==> config.mk <==
export PLATFORM = sky130hd
export DESIGN_NAME = bcd_xs3_stream
export DESIGN_NICKNAME = d
export VERILOG_FILES = /design/src/rtl/bcd_xs3_stream.sv
export SDC_FILE = /design/constraint.sdc
export NUM_CORES = 1
export LEC_CHECK = 0
export ABC_CLOCK_PERIOD_IN_PS = 2500
export CAP_MARGIN = 20
export CORE_MARGIN = 2
export CORE_UTILIZATION = 47
export CTS_BUF_LIST = sky130_fd_sc_hd__clkbuf_8
export DETAILED_ROUTE_END_ITERATION = 16
export PLACE_DENSITY = 0.88
export SYNTH_ARGS = -nofsm -noshare
export SYNTH_HDL_FRONTEND = slang
export SYNTH_SLANG_ARGS = --single-unit
export TNS_END_PERCENT = 10
==> constraint.sdc <==
create_clock -name clk -period 2.5 [get_ports clk]
set_input_delay 0.5 -clock clk [delete_from_list [all_inputs] [get_ports clk]]
set_output_delay 0.5 -clock clk [all_outputs]
set_load 0.03 [all_outputs]
==> src/rtl/bcd_xs3_stream.sv <==
// bcd_xs3_stream: digit-serial BCD <-> excess-3 converter, one digit per clock, LSB digit first.
// Optional macro BCDX_ERRCHK_EN: invalid digits are forced to 4'hF and set the sticky out_err.
module bcd_xs3_stream #(
   parameter int DIGITS = 4
) (
   input  logic                  clk,
   input  logic                  rst,
   input  logic                  in_valid,
   output logic                  in_ready,
   input  logic [4*DIGITS-1:0]   in_data,
   input  logic                  mode,
   output logic                  out_valid,
   input  logic                  out_ready,
   output logic [4*DIGITS-1:0]   out_data,
   output logic                  out_err
);
   localparam int CW = (DIGITS > 1) ? $clog2(DIGITS) : 1;

   localparam logic [1:0] S_IDLE = 2'd0;
   localparam logic [1:0] S_CONV = 2'd1;
   localparam logic [1:0] S_DONE = 2'd2;

   logic [1:0]          r_state;
   logic [CW-1:0]       r_cnt;
   logic [4*DIGITS-1:0] r_in;
   logic [4*DIGITS-1:0] r_out;
   logic                r_mode;
   logic                r_err;

   logic [3:0]          w_dig;
   logic [3:0]          w_res;
   logic                w_bad;
   logic                w_last;

   always_comb begin
      w_dig = 4'd0;
      for (int k = 0; k < DIGITS; k++)
         if (int'(r_cnt) == k) w_dig = r_in[4*k +: 4];
   end

   assign w_last = (int'(r_cnt) == DIGITS - 1);

   // Plain 4-bit modular +/-3; carry/borrow is discarded.
`ifdef BCDX_ERRCHK_EN
   assign w_bad = r_mode ? ((w_dig < 4'd3) || (w_dig > 4'd12)) : (w_dig > 4'd9);
   assign w_res = w_bad ? 4'hF : (r_mode ? w_dig - 4'd3 : w_dig + 4'd3);
`else
   assign w_bad = 1'b0;
   assign w_res = r_mode ? w_dig - 4'd3 : w_dig + 4'd3;
`endif

   always_ff @(posedge clk or posedge rst) begin
      if (rst) begin
         r_state <= S_IDLE;
         r_cnt   <= '0;
         r_in    <= '0;
         r_out   <= '0;
         r_mode  <= 1'b0;
         r_err   <= 1'b0;
      end else begin
         case (r_state)
            S_IDLE: begin
               if (in_valid) begin
                  r_in    <= in_data;
                  r_mode  <= mode;
                  r_cnt   <= '0;
                  r_out   <= '0;
                  r_err   <= 1'b0;
                  r_state <= S_CONV;
               end
            end
            S_CONV: begin
               for (int k = 0; k < DIGITS; k++)
                  if (int'(r_cnt) == k) r_out[4*k +: 4] <= w_res;
               r_err <= r_err | w_bad;
               if (w_last) begin
                  r_cnt   <= '0;
                  r_state <= S_DONE;
               end else begin
                  r_cnt <= r_cnt + 1'b1;
               end
            end
            S_DONE: begin
               if (out_ready) r_state <= S_IDLE;
            end
            default: r_state <= S_IDLE;
         endcase
      end
   end

   // State sits at IDLE during reset, so gate ready on rst directly.
   assign in_ready  = (r_state == S_IDLE) && !rst;
   assign out_valid = (r_state == S_DONE);
   assign out_data  = r_out;
   assign out_err   = r_err;

endmodule
==> results of run 1 <==
-- state kept, by name, summed over array words and instances, names as in the netlist --
name      flops
out_data     16
r_in         16
r_cnt         2
r_state       2
r_mode        1
-- worst min path at each step --
stage                start          end  cells past startpoint
2_1_floorplan      r_in[3]      r_in[3]                      2
3_3_place_gp      r_in[10]     r_in[10]                      2
3_5_place_dp       r_in[2]      r_in[2]                      2
4_1_cts            r_in[2]      r_in[2]                      2
5_1_grt        out_data[2]  out_data[2]                      2
6_report          r_in[13]     r_in[13]                      2
-- routing by layer --
metal	global-route usage, %	wire length (µm)	up-vias
met2	35.7	1960	62
met5	0	0	-
met4	9.38	101	0
li1	-	-	752
met3	6.51	283	10
met1	25.1	1660	743
-- worst reg2reg max path: stages, from the launching register on --
cell and delay [ps]:
dfrtp_1 420, inv_2 80, ha_4 160, nor2b_4 130, a22oi_2 130, nor2_1 60, a21oi_1 150, o21ai_2 80
ha_1 280, and2_4 160, a32o_1 230, a311oi_2 190, xnor3_2 340, o21ai_1 140
-- through the flow --
| step | setup WS [ps] | setup TNS, ps | hold WS [ps] | std cells |
|---|---|---|---|---|
| 4_1_cts | -94.3 | -334 | 482 | 299 |
| 3_3_place_gp | -12.8 | -16.5 | 461 | 289 |
| 6_report | -131 | -502 | 483 | 299 |
| 2_1_floorplan | -14.9 | -22.9 | 446 | 202 |
| 3_5_place_dp | -135 | -487 | 466 | 289 |
| 5_1_grt | -247 | -1360 | 500 | 299 |
-- cell families (layout without fill, tap and decap cells) --
group | Yosys count | after routing
AO/OA/AOI/OAI | 42 | 42
XOR/XNOR | 2 | 2
adder cells (fa/ha/maj) | 7 | 7
buffers and inverters | 20 | 69
flip-flops | 37 | 37
other | 1 | 1
AND/OR/NAND/NOR | 93 | 93
-- area by class of cell --
cell class                      instances  area [µm²]
Sequential cell                        37         926
Clock buffer                            7        96.3
Inverter                                9        33.8
Timing Repair Buffer                   52         485
Clock inverter                          1        5.00
Multi-Input combinational cell        145         832
Fill cell                             302        1190
Tap cell                               48        60.1
-- power groups by stage --
stage / Combinational (µW) / Sequential (µW) / Clock (µW)
after global routing: 2490 / 1080 / 489
after detailed placement: 2050 / 1060 / 0
after CTS: 2130 / 1050 / 459
after global placement: 1960 / 1050 / 0
after floorplan: 1180 / 1220 / 0
final: 2250 / 1060 / 450
-- what timing repair did --
| item | in CTS | in global routing |
|---|---|---|
| resized for setup | 4 | 14 |
| hold endpoints to repair | 0 | 0 |
| setup endpoints to repair | 4 | 12 |
| pin swaps | 4 | 6 |
| setup buffers | 2 | 0 |
-- layout by cell type, fill, tap and decap left out --
| cell type | count |
|---|---|
| nand2_1 | 71 |
| clkdlybuf4s50_1 | 38 |
| dfrtp_1 | 37 |
| buf_4 | 14 |
| o21ai_0 | 9 |
| nor2_1 | 8 |
| a21oi_1 | 8 |
| o21ai_1 | 8 |
| inv_1 | 7 |
| clkbuf_8 | 7 |
| o21ai_2 | 5 |
| ha_1 | 4 |
| nand2b_1 | 3 |
| nand3_1 | 3 |
| nor2b_1 | 2 |
| a32o_1 | 2 |
| inv_2 | 2 |
| a22oi_2 | 2 |
| o31ai_1 | 2 |
| o22ai_1 | 2 |
| ha_4 | 2 |
| and2_1 | 1 |
| a22o_1 | 1 |
| or2_2 | 1 |
| xor2_1 | 1 |
| nand2_2 | 1 |
| a211oi_1 | 1 |
| and2_4 | 1 |
| a311oi_2 | 1 |
| xnor3_2 | 1 |
| nor2b_4 | 1 |
| nor3_1 | 1 |
| a32o_2 | 1 |
| fa_2 | 1 |
| conb_1 | 1 |
| clkinv_2 | 1 |
==> results.json, run 1 <==
{
  "coreArea_um2": 3630,
  "layout_min_cycle_time_ps": 2630,
  "synth-xor-area-share_pct": 1.77,
  "cp-start-kind": "flop",
  "io_buffer_count": 38,
  "synth_edf_count": 0,
  "hpwl_um": 2830,
  "pwr-share-seq_pct": 28.2,
  "grt-ovfl-total": 0,
  "critPathSlowestCell": "dfrtp_1",
  "clk_pin_slew_worst_paths_ps": 70,
  "drc_errors": 0,
  "synthTopCellsByArea": "dfrtp_1, nand2_1, o21ai_0, ha_1, a21oi_1",
  "num_rows": 22,
  "worst_slack_ps": -131,
  "syn_inst": 202,
  "crit_start": "r_cnt[0]",
  "yosysTopAreaCell": "dfrtp_1",
  "cpPeakStageDelay_ps": 420,
  "yosysWarnings": 0,
  "syn_nets": 230,
  "globalplace.congestion": 0.872,
  "grt_pass1_wl_um": 6760,
  "synthArstFlopShare_pct": 100,
  "regToRegSetupSlack_ps": -130,
  "critPathTopFamily": "compound AO/OA/AOI/OAI gates",
  "first_global_vias": 1538,
  "yosys_most_used_dff": "dfrtp_1",
  "path_depth": 13,
  "yosysMostFrequentCell": "nand2_1",
  "finClkSkew_ps": 6.94,
  "path_cells": "inv_2 > ha_4 > nor2b_4 > a22oi_2 > nor2_1 > a21oi_1 > o21ai_2 > ha_1 > and2_4 > a32o_1 > a311oi_2 > xnor3_2 > o21ai_1",
  "path_buf_inv": 1,
  "synth_top_family_by_area": "simple AND/OR/NAND/NOR gates",
  "reg2regPathDepth": 13,
  "pin_count": 40,
  "dieWidth_um": 65.4,
  "clock_latency_ps": 290,
  "drive_gt1_share_pct": 16.3,
  "drt_wl_total_um": 4000,
  "syn2layout_area_growth_pct": 37.7,
  "slew_headroom_pct": 55.5,
  "num-nets-final": 278,
  "arrival_ps": 2850,
  "grt_antenna_before_repair": 0,
  "cts_tree": "yes",
  "crit_path_end_kind": "flop",
  "syn_avg_cell_area_um2": 8.76,
  "placed_cell_area_um2": 2290,
  "hold_viol": 0,
  "drt-wirelength-per-cell_um": 13.4,
  "p_total_uw": 3760,
  "required_ps": 2720,
  "r2r_end": "out_data[15]",
  "dieArea_um2": 4270,
  "synth_fa_ha_area_share_pct": 5.37,
  "hold_path_class": "reg -> reg",
  "setup_viol": 5,
  "rsz0062_at_grt": "true",
  "track_usage_pct": 21.3,
  "clk_path_buf_depth": 2,
  "start_util_pct": 48.7,
  "synthMuxAreaShare_pct": 0,
  "cts-buffers-inserted": 5,
  "h-tree-depth": 2,
  "antenna_left": 0,
  "powerDensity_nw_per_um2": 1540,
  "combPwrFrac_pct": 59.8,
  "dr.pass1.iters": 4,
  "clock.fmax_mhz": 380,
  "cp_max_fo": 4,
  "pwr-share-clk_pct": 12.0,
  "rr_startpoint": "r_cnt[0]",
  "ctsRootBufferMaster": "clkbuf_8",
  "yosysUniqueCellTypes": 30,
  "synthTopCellsByCount": "nand2_1, dfrtp_1, o21ai_0",
  "synth-seq-cells": 37,
  "stdcell_area_um2": 2440,
  "violations": "setup timing",
  "die_h_um": 65.4,
  "critPathKind": "reg -> reg",
  "tightest_slew_ps": 666,
  "outcome": "complete, but fails checks",
  "grt_start_max_net_pins": 38,
  "syn_area_um2": 1770,
  "holdBufCountCts": 0,
  "slew_viol_final": 0,
  "yosys.area_share.simple_pct": 21.4,
  "routed_via_density": 5.24,
  "yosys.area.top_type_share_pct": 52.3,
  "switching_share_pct": 43.9,
  "internal_power_uw": 2110,
  "synth_compound_area_share_pct": 14.3,
  "fin_util_pct": 67.1,
  "num_antenna_cells": 0,
  "cts_sinks": 37,
  "crit_path_end": "out_data[15]",
  "p_sw_uw": 1650,
  "drtIter0Drc": 108,
  "cellLeakagePower_uw": 0.00116,
  "vias": 1567,
  "min_period_over_period_pct": 105,
  "ir_drop_mv": 0.617,
  "yosysSeqAreaShare_pct": 52.3,
  "max-cap-violations": 0
}
Note: power is estimated with default switching activity, not from simulation.
==> inputs of run 2 (changes only) <==
- GPL_ROUTABILITY_DRIVEN: unset -> 0
- PLACE_DENSITY: 0.88 -> 0.78
==> results.json, run 2 (synthesis results as in run 1) <==
{
  "r2r_end": "out_data[11]",
  "powerDensity_nw_per_um2": 1520,
  "slew_viol_final": 0,
  "holdBufCountCts": 0,
  "vias": 1537,
  "ir_drop_mv": 0.664,
  "violations": "setup timing",
  "dr.pass1.iters": 4,
  "drtIter0Drc": 71,
  "h-tree-depth": 2,
  "antenna_left": 0,
  "pin_count": 40,
  "io_buffer_count": 38,
  "rr_startpoint": "r_cnt[0]",
  "dieArea_um2": 4270,
  "regToRegSetupSlack_ps": -70,
  "worstHoldStart": "r_in[13]",
  "path_buf_inv": 1,
  "slew_headroom_pct": 56.9,
  "start_util_pct": 48.7,
  "clk_pin_slew_worst_paths_ps": 70,
  "required_ps": 2710,
  "whs_endpoint": "r_in[13]",
  "crit_path_end_kind": "flop",
  "rsz0062_at_grt": "true",
  "max-cap-violations": 0,
  "num_antenna_cells": 0,
  "die_h_um": 65.4,
  "track_usage_pct": 20.9,
  "routed_via_density": 5.16,
  "clk_path_buf_depth": 2,
  "fillers": 310,
  "grt_start_max_net_pins": 38,
  "dieWidth_um": 65.4,
  "cellLeakagePower_uw": 0.00115,
  "hold_viol": 0,
  "grt_pass1_wl_um": 6760,
  "instances_no_fill": 298,
  "path_cells": "inv_2 > ha_4 > nor2b_4 > a22oi_2 > nor2_1 > a21oi_1 > o21ai_1 > ha_1 > and2_4 > a32o_1 > a311oi_2 > xnor3_2 > o21ai_1",
  "grt_antenna_before_repair": 0,
  "outcome": "complete, but fails checks",
  "syn2layout_area_growth_pct": 37.0,
  "layout_min_cycle_time_ps": 2570,
  "critPathSlowestCell": "dfrtp_1",
  "holdPathStages": 2,
  "ctsRootBufferMaster": "clkbuf_8",
  "reg2regPathDepth": 13,
  "drc_errors": 0,
  "critPathTopFamily": "compound AO/OA/AOI/OAI gates",
  "setup_viol": 4,
  "num_rows": 22,
  "timing.hold.ws_ps": 475,
  "cp-start-kind": "flop",
  "clock.fmax_mhz": 389,
  "hold_path_class": "reg -> reg",
  "arrival_ps": 2790,
  "cts-buffers-inserted": 5,
  "drt-wirelength-per-cell_um": 13.2,
  "cts_tree": "yes",
  "drive_gt1_share_pct": 13.2,
  "final_common_cell": "nand2_1",
  "fin_util_pct": 66.8,
  "min_period_over_period_pct": 103,
  "clock_latency_ps": 290,
  "cp_common_cell": "o21ai_1",
  "finClkSkew_ps": 6.52,
  "grt-ovfl-total": 0,
  "final_cell_mix": "nand2_1, clkdlybuf4s50_1, dfrtp_1",
  "dp_cells": 289,
  "coreArea_um2": 3630,
  "num-nets-final": 277,
  "critPathKind": "reg -> reg",
  "first_global_vias": 1438,
  "tightest_slew_ps": 646,
  "cts_sinks": 37,
  "drt_wl_total_um": 3930,
  "cpPeakStageDelay_ps": 430,
  "worst_slack_ps": -73.6,
  "hpwl_um": 2910,
  "cp_max_fo": 4
}
## run 2: power by group
group | switching, µW | total [µW] | internal [µW]
Combinational | 1170 | 2100 | 928
Sequential | 191 | 1070 | 875
Clock | 200 | 521 | 321
Total | 1570 | 3690 | 2120
## run 2: metrics by stage
step,setup slack (ps),power [µW],instance area (µm²),setup TNS (ps)
6_report,-73.6,3690,2430,-274
3_3_place_gp,3.99,3040,2290,0
2_1_floorplan,-14.9,2400,1810,-22.9
3_5_place_dp,-68.7,3100,2290,-239
4_1_cts,-85.8,3650,2410,-262
5_1_grt,-211,4000,2430,-847
## run 2: repair_timing
item / CTS / global route
gates resized for setup: 1 / 6
pin swaps: 5 / 2
cloned: 0 / 0
setup endpoints to repair: 4 / 10
setup buffers: 0 / 1
## run 2: cell type report
| cell class | count | area, µm² | area share (%) |
|---|---|---|---|
| Inverter | 9 | 33.8 | 1.39 |
| Multi-Input combinational cell | 145 | 812 | 33.5 |
| Timing Repair Buffer | 51 | 478 | 19.7 |
| Clock buffer | 6 | 82.6 | 3.40 |
| Tap cell | 48 | 60.1 | 2.48 |
| Sequential cell | 37 | 926 | 38.2 |
| Clock inverter | 2 | 33.8 | 1.39 |
## run 2: worst max-delay path by stage
stage / start / to / slack (ps) / depth (start not counted)
finish: r_cnt[0] / out_data[11] / -70 / 13
global route: r_cnt[0] / out_data[3] / -210 / 13
CTS: r_cnt[0] / out_data[3] / -90 / 13
detailed placement: r_cnt[0] / out_data[11] / -70 / 13
global placement: r_cnt[0] / out_data[11] / 4 / 13
floorplan: r_cnt[1] / out_data[11] / -10 / 14
## run 2: worst min-delay path: cells and delay by family, from the launching register on
family	cells	cell delay (ps)
AND/OR/NAND/NOR	2	100
flip-flops	1	340
## run 2: layer usage
metal  global-route usage [%]  share of wire, %  vias up
met2                     34.8                48       55
met1                     26.8                44      723
li1                         -                 -      751
met5                        0                 0        -
met4                     8.07               2.1        0
met3                     4.28               5.6        8
==> inputs of run 3 (changes only) <==
- GPL_TIMING_DRIVEN: unset -> 0
==> results.json, run 3 (synthesis results as in run 1) <==
{
  "cts_sinks": 37,
  "clk_path_buf_depth": 2,
  "num_rows": 22,
  "grt-ovfl-total": 0,
  "slew_headroom_pct": 40.6,
  "arrival_ps": 2870,
  "grt_antenna_before_repair": 0,
  "outcome": "complete, but fails checks",
  "drc_errors": 0,
  "rsz0062_at_grt": "true",
  "io_buffer_count": 38,
  "drtIter0Drc": 94,
  "setup_viol": 4,
  "required_ps": 2720,
  "min_period_over_period_pct": 106,
  "dpl_worst_slack_ps": -400,
  "fin_util_pct": 67.1,
  "vias": 1540,
  "final_common_cell": "nand2_1",
  "holdBufCountCts": 0,
  "cts-buffers-inserted": 5,
  "powerDensity_nw_per_um2": 1490,
  "path_buf_inv": 1,
  "critPathSlowestCell": "dfrtp_2",
  "antenna_left": 0,
  "hold_path_class": "reg -> reg",
  "grt_start_max_net_pins": 23,
  "critPathTopFamily": "compound AO/OA/AOI/OAI gates",
  "drt-wirelength-per-cell_um": 13.2,
  "timing.hold.ws_ps": 484,
  "cp_max_fo": 4,
  "drive_gt1_share_pct": 14.6,
  "num_antenna_cells": 0,
  "clk_pin_slew_worst_paths_ps": 80,
  "fin_setup_tns_ps": -574,
  "p_total_uw": 3620,
  "dr.pass1.iters": 4,
  "cts_tree": "yes",
  "cellLeakagePower_uw": 0.00114,
  "clock_latency_ps": 290,
  "syn2layout_area_growth_pct": 37.7,
  "routed_via_density": 5.10,
  "num-nets-final": 281,
  "ir_drop_mv": 0.652,
  "violations": "setup timing",
  "die_h_um": 65.4,
  "clock.fmax_mhz": 378,
  "fillers": 307,
  "h-tree-depth": 2,
  "critPathKind": "reg -> reg",
  "dieWidth_um": 65.4,
  "final_cell_mix": "nand2_1, clkdlybuf4s50_1, dfrtp_1",
  "drt_wl_total_um": 3990,
  "layout_min_cycle_time_ps": 2650,
  "dieArea_um2": 4270,
  "path_cells": "inv_2 > ha_4 > nor2b_4 > a22oi_2 > nor2_1 > a21oi_1 > o21ai_2 > ha_1 > and2_4 > a32o_2 > a311oi_2 > xnor3_2 > o21ai_2",
  "cp_common_cell": "o21ai_2",
  "finClkSkew_ps": 4.99,
  "track_usage_pct": 21.8,
  "grt_pass1_wl_um": 7000,
  "pin_count": 40,
  "start_util_pct": 48.7,
  "first_global_vias": 1558,
  "cp-start-kind": "flop",
  "tightest_slew_ps": 890,
  "hpwl_um": 2860,
  "hold_viol": 0,
  "worst_slack_ps": -147,
  "cpPeakStageDelay_ps": 430,
  "max-cap-violations": 0,
  "slew_viol_final": 0,
  "coreArea_um2": 3630,
  "crit_path_end_kind": "flop",
  "ctsRootBufferMaster": "clkbuf_8"
}
==> run 3: cell count changes in the layout (fill, tap and decap cells not counted), moves of 2 or more <==
cell      change
clkinv_2      +2
o21ai_1       -2
buf_4         -5
ha_2          +2
ha_1          -2
o21ai_2       +2
clkbuf_1      +4
buf_1         +2
==> run 3: worst min-delay path: cells and delay by family (launching register included) <==
family        cells  cell delay, ps
flops             1             350
simple gates      2             100
==> run 3: worst paths after layout <==
check | cells after the start | start | slack, ps | to
max | 13 | r_cnt[0] | -150 | out_data[11]
min | 2 | r_in[14] | 480 | r_in[14]
max reg2reg | 13 | r_cnt[0] | -150 | out_data[11]
min reg2reg | 2 | r_in[14] | 480 | r_in[14]
max in group asynchronous | 2 | rst | 1170 | r_cnt[0]
min in group asynchronous | 2 | rst | 730 | out_data[12]
==> run 3: cell type report <==
type | instances | area, µm² | share of cell area [%]
Timing Repair Buffer | 46 | 460 | 18.9
Clock buffer | 5 | 68.8 | 2.82
Multi-Input combinational cell | 145 | 825 | 33.8
Buffer | 9 | 46.3 | 1.90
Sequential cell | 37 | 927 | 38.0
Clock inverter | 3 | 17.5 | 0.718
Inverter | 9 | 33.8 | 1.39
Tap cell | 48 | 60.1 | 2.46
==> run 3: metal layers <==
| layer | vias up | GRT usage [%] | routed length [µm] |
|---|---|---|---|
| met4 | 0 | 10.9 | 68 |
| met2 | 41 | 36.4 | 1970 |
| li1 | 762 | - | - |
| met5 | - | 0 | 0 |
| met3 | 7 | 4.11 | 171 |
| met1 | 730 | 27.0 | 1780 |
==> run 3: where the power goes <==
part / internal (µW) / switching [µW] / total, µW
clock network: 192 / 218 / 410
registers: 876 / 190 / 1070
logic: 931 / 1220 / 2150
total: 2000 / 1620 / 3620
==> run 3: through the flow <==
step           cell area [µm²]  std cells
6_report                  2440        302
5_1_grt                   2440        302
3_5_place_dp              2280        289
2_1_floorplan             1810        202
3_3_place_gp              2250        288
4_1_cts                   2420        302
==> run 3: what timing repair did <==
action,in CTS,in global routing
resized for setup,8,6
buffers inserted,7,0
pin swaps,7,5
endpoints found under the setup margin,4,10
==> variant 1 (settings of run 1) <==
The parameter `DIGITS` goes from 4 to 2.
--- a/src/rtl/bcd_xs3_stream.sv
+++ b/src/rtl/bcd_xs3_stream.sv
@@ -3,3 +3,3 @@
 module bcd_xs3_stream #(
-   parameter int DIGITS = 4
+   parameter int DIGITS = 2
 ) (
Interface: changed (resized in_data and out_data); port bits go from 40 to 24. The function was not compared with the original's and may differ.
==> variant 1 against run 1 <==
Die area fell by 41%; total power fell by 52%; sequential share of layout area rose by 1.2 points; via count fell by 57%; synthesized cell count fell by 57%; routed wire length fell by 56%; sequential cell count fell by 17; area after synthesis fell by 44%; cell area fell by 48%; setup slack improved by 0.39 ns; first-iteration DRC count fell by 98%; critical endpoint is now in_ready; largest cell class unchanged; highest routed layer is now met3.
==> variant 1: results (changes against run 1) <==
Outcome
Status: complete, no violations (was finished, violations left).

STA
The number of endpoints failing setup at the final stage is 0 (was 5). The number of hold-slack violations in the final timing report is 0 (unchanged). The fmax is 446 MHz (was 380 MHz). The headroom to the max-slew limit is 0.512 (was 0.555). The maximum clock skew at final layout was 0.00594 ns (was 0.00694 ns).

GRT
The pin count of the biggest net entering global routing is 21 (was 38). The first-pass GRT wire length came to 2.98 mm (was 6.76 mm). The number of global-route vias before repair is 679 (was 1538).

CTS
The number of buffers added to fix hold violations after cts is 0 (unchanged). The total setup buffers inserted after CTS was 0 (was 2). The clock latency at the later pin of the worst-skew pair is 0.26 ns (was 0.29 ns). The total CTS buffers is 3 (was 5). The number of instances resized during post-cts repair is 0 (was 4). The deepest level of the CTS H-tree is 1 (was 2).

Worst setup path
The arrival time reported for the critical path endpoint is 1.74 ns (was 2.85 ns). The worst setup slack for register-to-register paths is 0.36 ns (was -0.13 ns). The highest fanout seen on the critical path is 2 (was 4). The reg-to-reg critical path endpoint is out_data[2] (was out_data[15]).

The startpoint of the worst setup timing path is rst (was r_cnt[0]). The depth of the most critical reg-to-reg path is 5 (was 13). The startpoint of the lowest-slack register-to-register path is r_cnt (was r_cnt[0]). The capturing element of the worst setup path is in_ready (was out_data[15]).

Power
The power per standard cell area is 1420 nW/um^2 (was 1540 nW/um^2). The leakage power summed over all cells was 0.569 nW (was 1.16 nW). The clock group share of total power is 0.136 (was 0.120). The maximum VDD drop came to 0.000735 V (was 0.000617 V). The share of total power in sequential cells was 0.333 (was 0.282). The fraction of power spent switching nets is 0.400 (was 0.439).

Place
The number of port buffers came to 22 (was 38). The final estimated routing congestion in global placement is 0.796 (was 0.872). The post-placement worst setup slack is 0.252 ns (was -0.135 ns).

The cell count after placement is 132 (was 289). The placed cell area came to 1220 um^2 (was 2290 um^2). The HPWL after detailed placement is 1.28 mm (was 2.83 mm).

Synth
The post-synthesis cell type count is 28 (was 30). The synthesized netlist net count is 103 (was 230). The number of cells produced by synthesis is 87 (was 202).

Drt
The average wire per cell in the routed design is 12.9 um (was 13.4 um). The count of vias placed by the detailed router came to 666 (was 1567). The number of violations reported at the end of detailed-routing iteration 0 came to 2 (was 108).

Finish
The fraction of layout cells with a size suffix above 1 came to 0.174 (was 0.163). The final standard cell count with taps included and fillers excluded is 136 (was 299).
variant 1: changes by cell type in the layout (fill, tap and decap cells not counted), sizes merged, moves of 4 or more:
cell | run 1 | this run
nand2 | 72 | 9
dfrtp | 37 | 20
o21ai | 22 | 5
clkdlybuf4s50 | 38 | 22
buf | 14 | 1
mux2 | 0 | 13
a21oi | 8 | 1
nor2 | 8 | 3
ha | 6 | 2
variant 1: worst min path at each step:
stage | start | end | slack, ns
after global routing | out_data[6] | out_data[6] | 0.53
after floorplan | rst | out_data[0] | 0.46
final | out_data[0] | out_data[0] | 0.49
after CTS | out_data[3] | out_data[3] | 0.50
after detailed placement | out_data[3] | out_data[3] | 0.48
after global placement | out_data[1] | out_data[1] | 0.46
variant 1: cell type report:
cell class	count	area, um^2
multi-input cells	55	434
inverters	7	26.3
clock buffers	4	55.1
flip-flops and latches	20	500
repair buffers	23	228
well taps	27	33.8
fillers	155	704
variant 1: kinds of logic after synthesis:
logic type | after synthesis | share of synthesized area
compound gates | 14 | 0.0931
xor+xnor | 3 | 0.0264
fa+ha+maj | 3 | 0.0453
buf+inv | 12 | 0.0604
flops | 20 | 0.503
mux | 16 | 0.181
other cells | 1 | 0.00377
simple gates | 18 | 0.0868
variant 1: layer usage:
layer | global-route usage | routed length, um | up-vias | part of all wire
met4 | 0.0694 | 0 | 0 | 0
met3 | 0.0273 | 62 | 0 | 0.035
met5 | 0 | 0 | - | 0
met2 | 0.265 | 946 | 15 | 0.54
met1 | 0.198 | 747 | 317 | 0.43
li1 | - | - | 334 | -
variant 1: worst max-delay path, stage by stage:
cell                              delay, ns
sky130_fd_sc_hd__clkdlybuf4s50_1       0.42
sky130_fd_sc_hd__nor3_1                0.13
sky130_fd_sc_hd__clkdlybuf4s50_1       0.69
==> variant 2 (flow settings as in run 1) <==
Without the edit above. Make the reset (`rst`) synchronous in one clocked block.
--- a/src/rtl/bcd_xs3_stream.sv
+++ b/src/rtl/bcd_xs3_stream.sv
@@ -51,3 +51,3 @@
 
-   always_ff @(posedge clk or posedge rst) begin
+   always_ff @(posedge clk) begin
       if (rst) begin
Formal check against the unedited RTL: differs if rst is asserted again (counterexample within 4 cycles, from zero or initial values and one cycle with rst high); with rst held inactive, the same outputs for 10 cycles.
==> variant 2 against run 1 <==
Sequential cell count stayed put; sequential share of layout area is 6.4 points lower; worst hold slack worse by 0.031 ns; synthesized cell count is 12% higher; area after synthesis is 0.28% higher; cell area is 3.2% lower; cell count is 6.4% higher; routed wire length is 12% higher; setup slack better by 0.26 ns; global-route usage is 1.5 points higher.
Power is not compared: it rests on default switching activity, and its combinational part moved more than twofold at a synthesized area within 25%.
==> variant 2: results (changes against run 1) <==
Outcome
Status: complete, no violations (was finished, violations left).

Place
The final estimated routing congestion in global placement is 0.884 (was 0.872). The cell count after placement is 310 (was 289). The post-placement worst setup slack is -0.0956 ns (was -0.135 ns). The HPWL after detailed placement came to 3.09 mm (was 2.83 mm). The placed cell area is 2230 um^2 (was 2290 um^2).

STA
The maximum clock skew at final layout is 0.00471 ns (was 0.00694 ns). The share of the clock period used by the worst path after layout came to 0.948 (was 1.05). The post-route worst hold slack is 0.452 ns (was 0.483 ns).

Worst setup path
The critical path required time is 2.68 ns (was 2.72 ns). The highest fanout seen on the critical path came to 7 (was 4). The slowest cell on the critical path is sky130_fd_sc_hd__or3_4 (was sky130_fd_sc_hd__dfrtp_1).

CTS
The number of instances resized during post-cts repair was 5 (was 4). The total setup buffers inserted after CTS is 0 (was 2).

Synth
The fraction of synthesis flops using an asynchronous set or reset pin is 0 (was 1.00). The most used flip-flop cell after synthesis is sky130_fd_sc_hd__dfxtp_1 (was sky130_fd_sc_hd__dfrtp_1). The synthesized area per cell is 7.82 um^2 (was 8.76 um^2).

The synthesized-area fraction occupied by xor and xnor cells was 0.00493 (was 0.0177). Cell types occupying the most area after synthesis: sky130_fd_sc_hd__dfxtp_1, sky130_fd_sc_hd__a21oi_1, sky130_fd_sc_hd__nand2_1 (was sky130_fd_sc_hd__dfrtp_1, sky130_fd_sc_hd__nand2_1, sky130_fd_sc_hd__o21ai_0). The proportion of synthesized area in mux cells is 0.0113 (was 0). The post-synthesis cell type count is 38 (was 30). The area fraction in compound gates after synthesis is 0.202 (was 0.143). The synthesized netlist net count is 255 (was 230). The area share of fa/ha/maj cells after synthesis was 0.0536 (was 0.0537).

Finish
The non-clock inverter instance count of the final layout is 3 (was 9). The fraction of layout cells with a size suffix above 1 is 0.122 (was 0.163). The number of fill cells was 318 (was 302). The share of the final layout cell area in multi-input gates is 0.422 (was 0.341). The number of sequential storage elements was 37 (unchanged). The fraction of area in clock buffers and inverters is 0.0339 (was 0.0416). The layout overhead on the synthesized area came to 32.9% (was 37.7%). The number of clock buffers in the layout is 5 (was 7).

Drt
The via-per-instance ratio came to 5.57 (was 5.24). The average wire per cell in the routed design was 14.2 um (was 13.4 um). The number of violations reported at the end of detailed-routing iteration 0 is 105 (was 108).

Floorplanning
The width of the die came to 65.5 um (was 65.4 um).

GRT
The total routing usage reported by global routing was 0.227 (was 0.213). The first-pass GRT wire length came to 7.40 mm (was 6.76 mm).
variant 2: cell count changes after synthesis, moves of 4 or more:
cell                       before  now
sky130_fd_sc_hd__nand3b_1       0    7
sky130_fd_sc_hd__a21oi_1        8   38
sky130_fd_sc_hd__dfxtp_1        0   37
sky130_fd_sc_hd__o211ai_1       0    4
sky130_fd_sc_hd__nand4_1        0    4
sky130_fd_sc_hd__nor2_1         8   19
sky130_fd_sc_hd__inv_1          9    3
sky130_fd_sc_hd__dfrtp_1       37    0
sky130_fd_sc_hd__nand2_1       72   50
sky130_fd_sc_hd__o21ai_0       18    7
variant 2: worst paths after layout:
kind | from | end | depth (start not counted)
worst max-delay path | r_cnt[1] | out_data[7] | 12
worst min-delay path | r_in[11] | r_in[11] | 2
worst max register to register | r_cnt[1] | out_data[7] | 12
worst min register to register | r_in[11] | r_in[11] | 2
variant 2: routing by layer:
metal,wire length (um),global-route usage,up-vias
met5,0,0,-
met4,68,0.112,0
met3,340,0.0668,5
met2,2210,0.352,71
met1,1880,0.288,833
li1,-,-,861
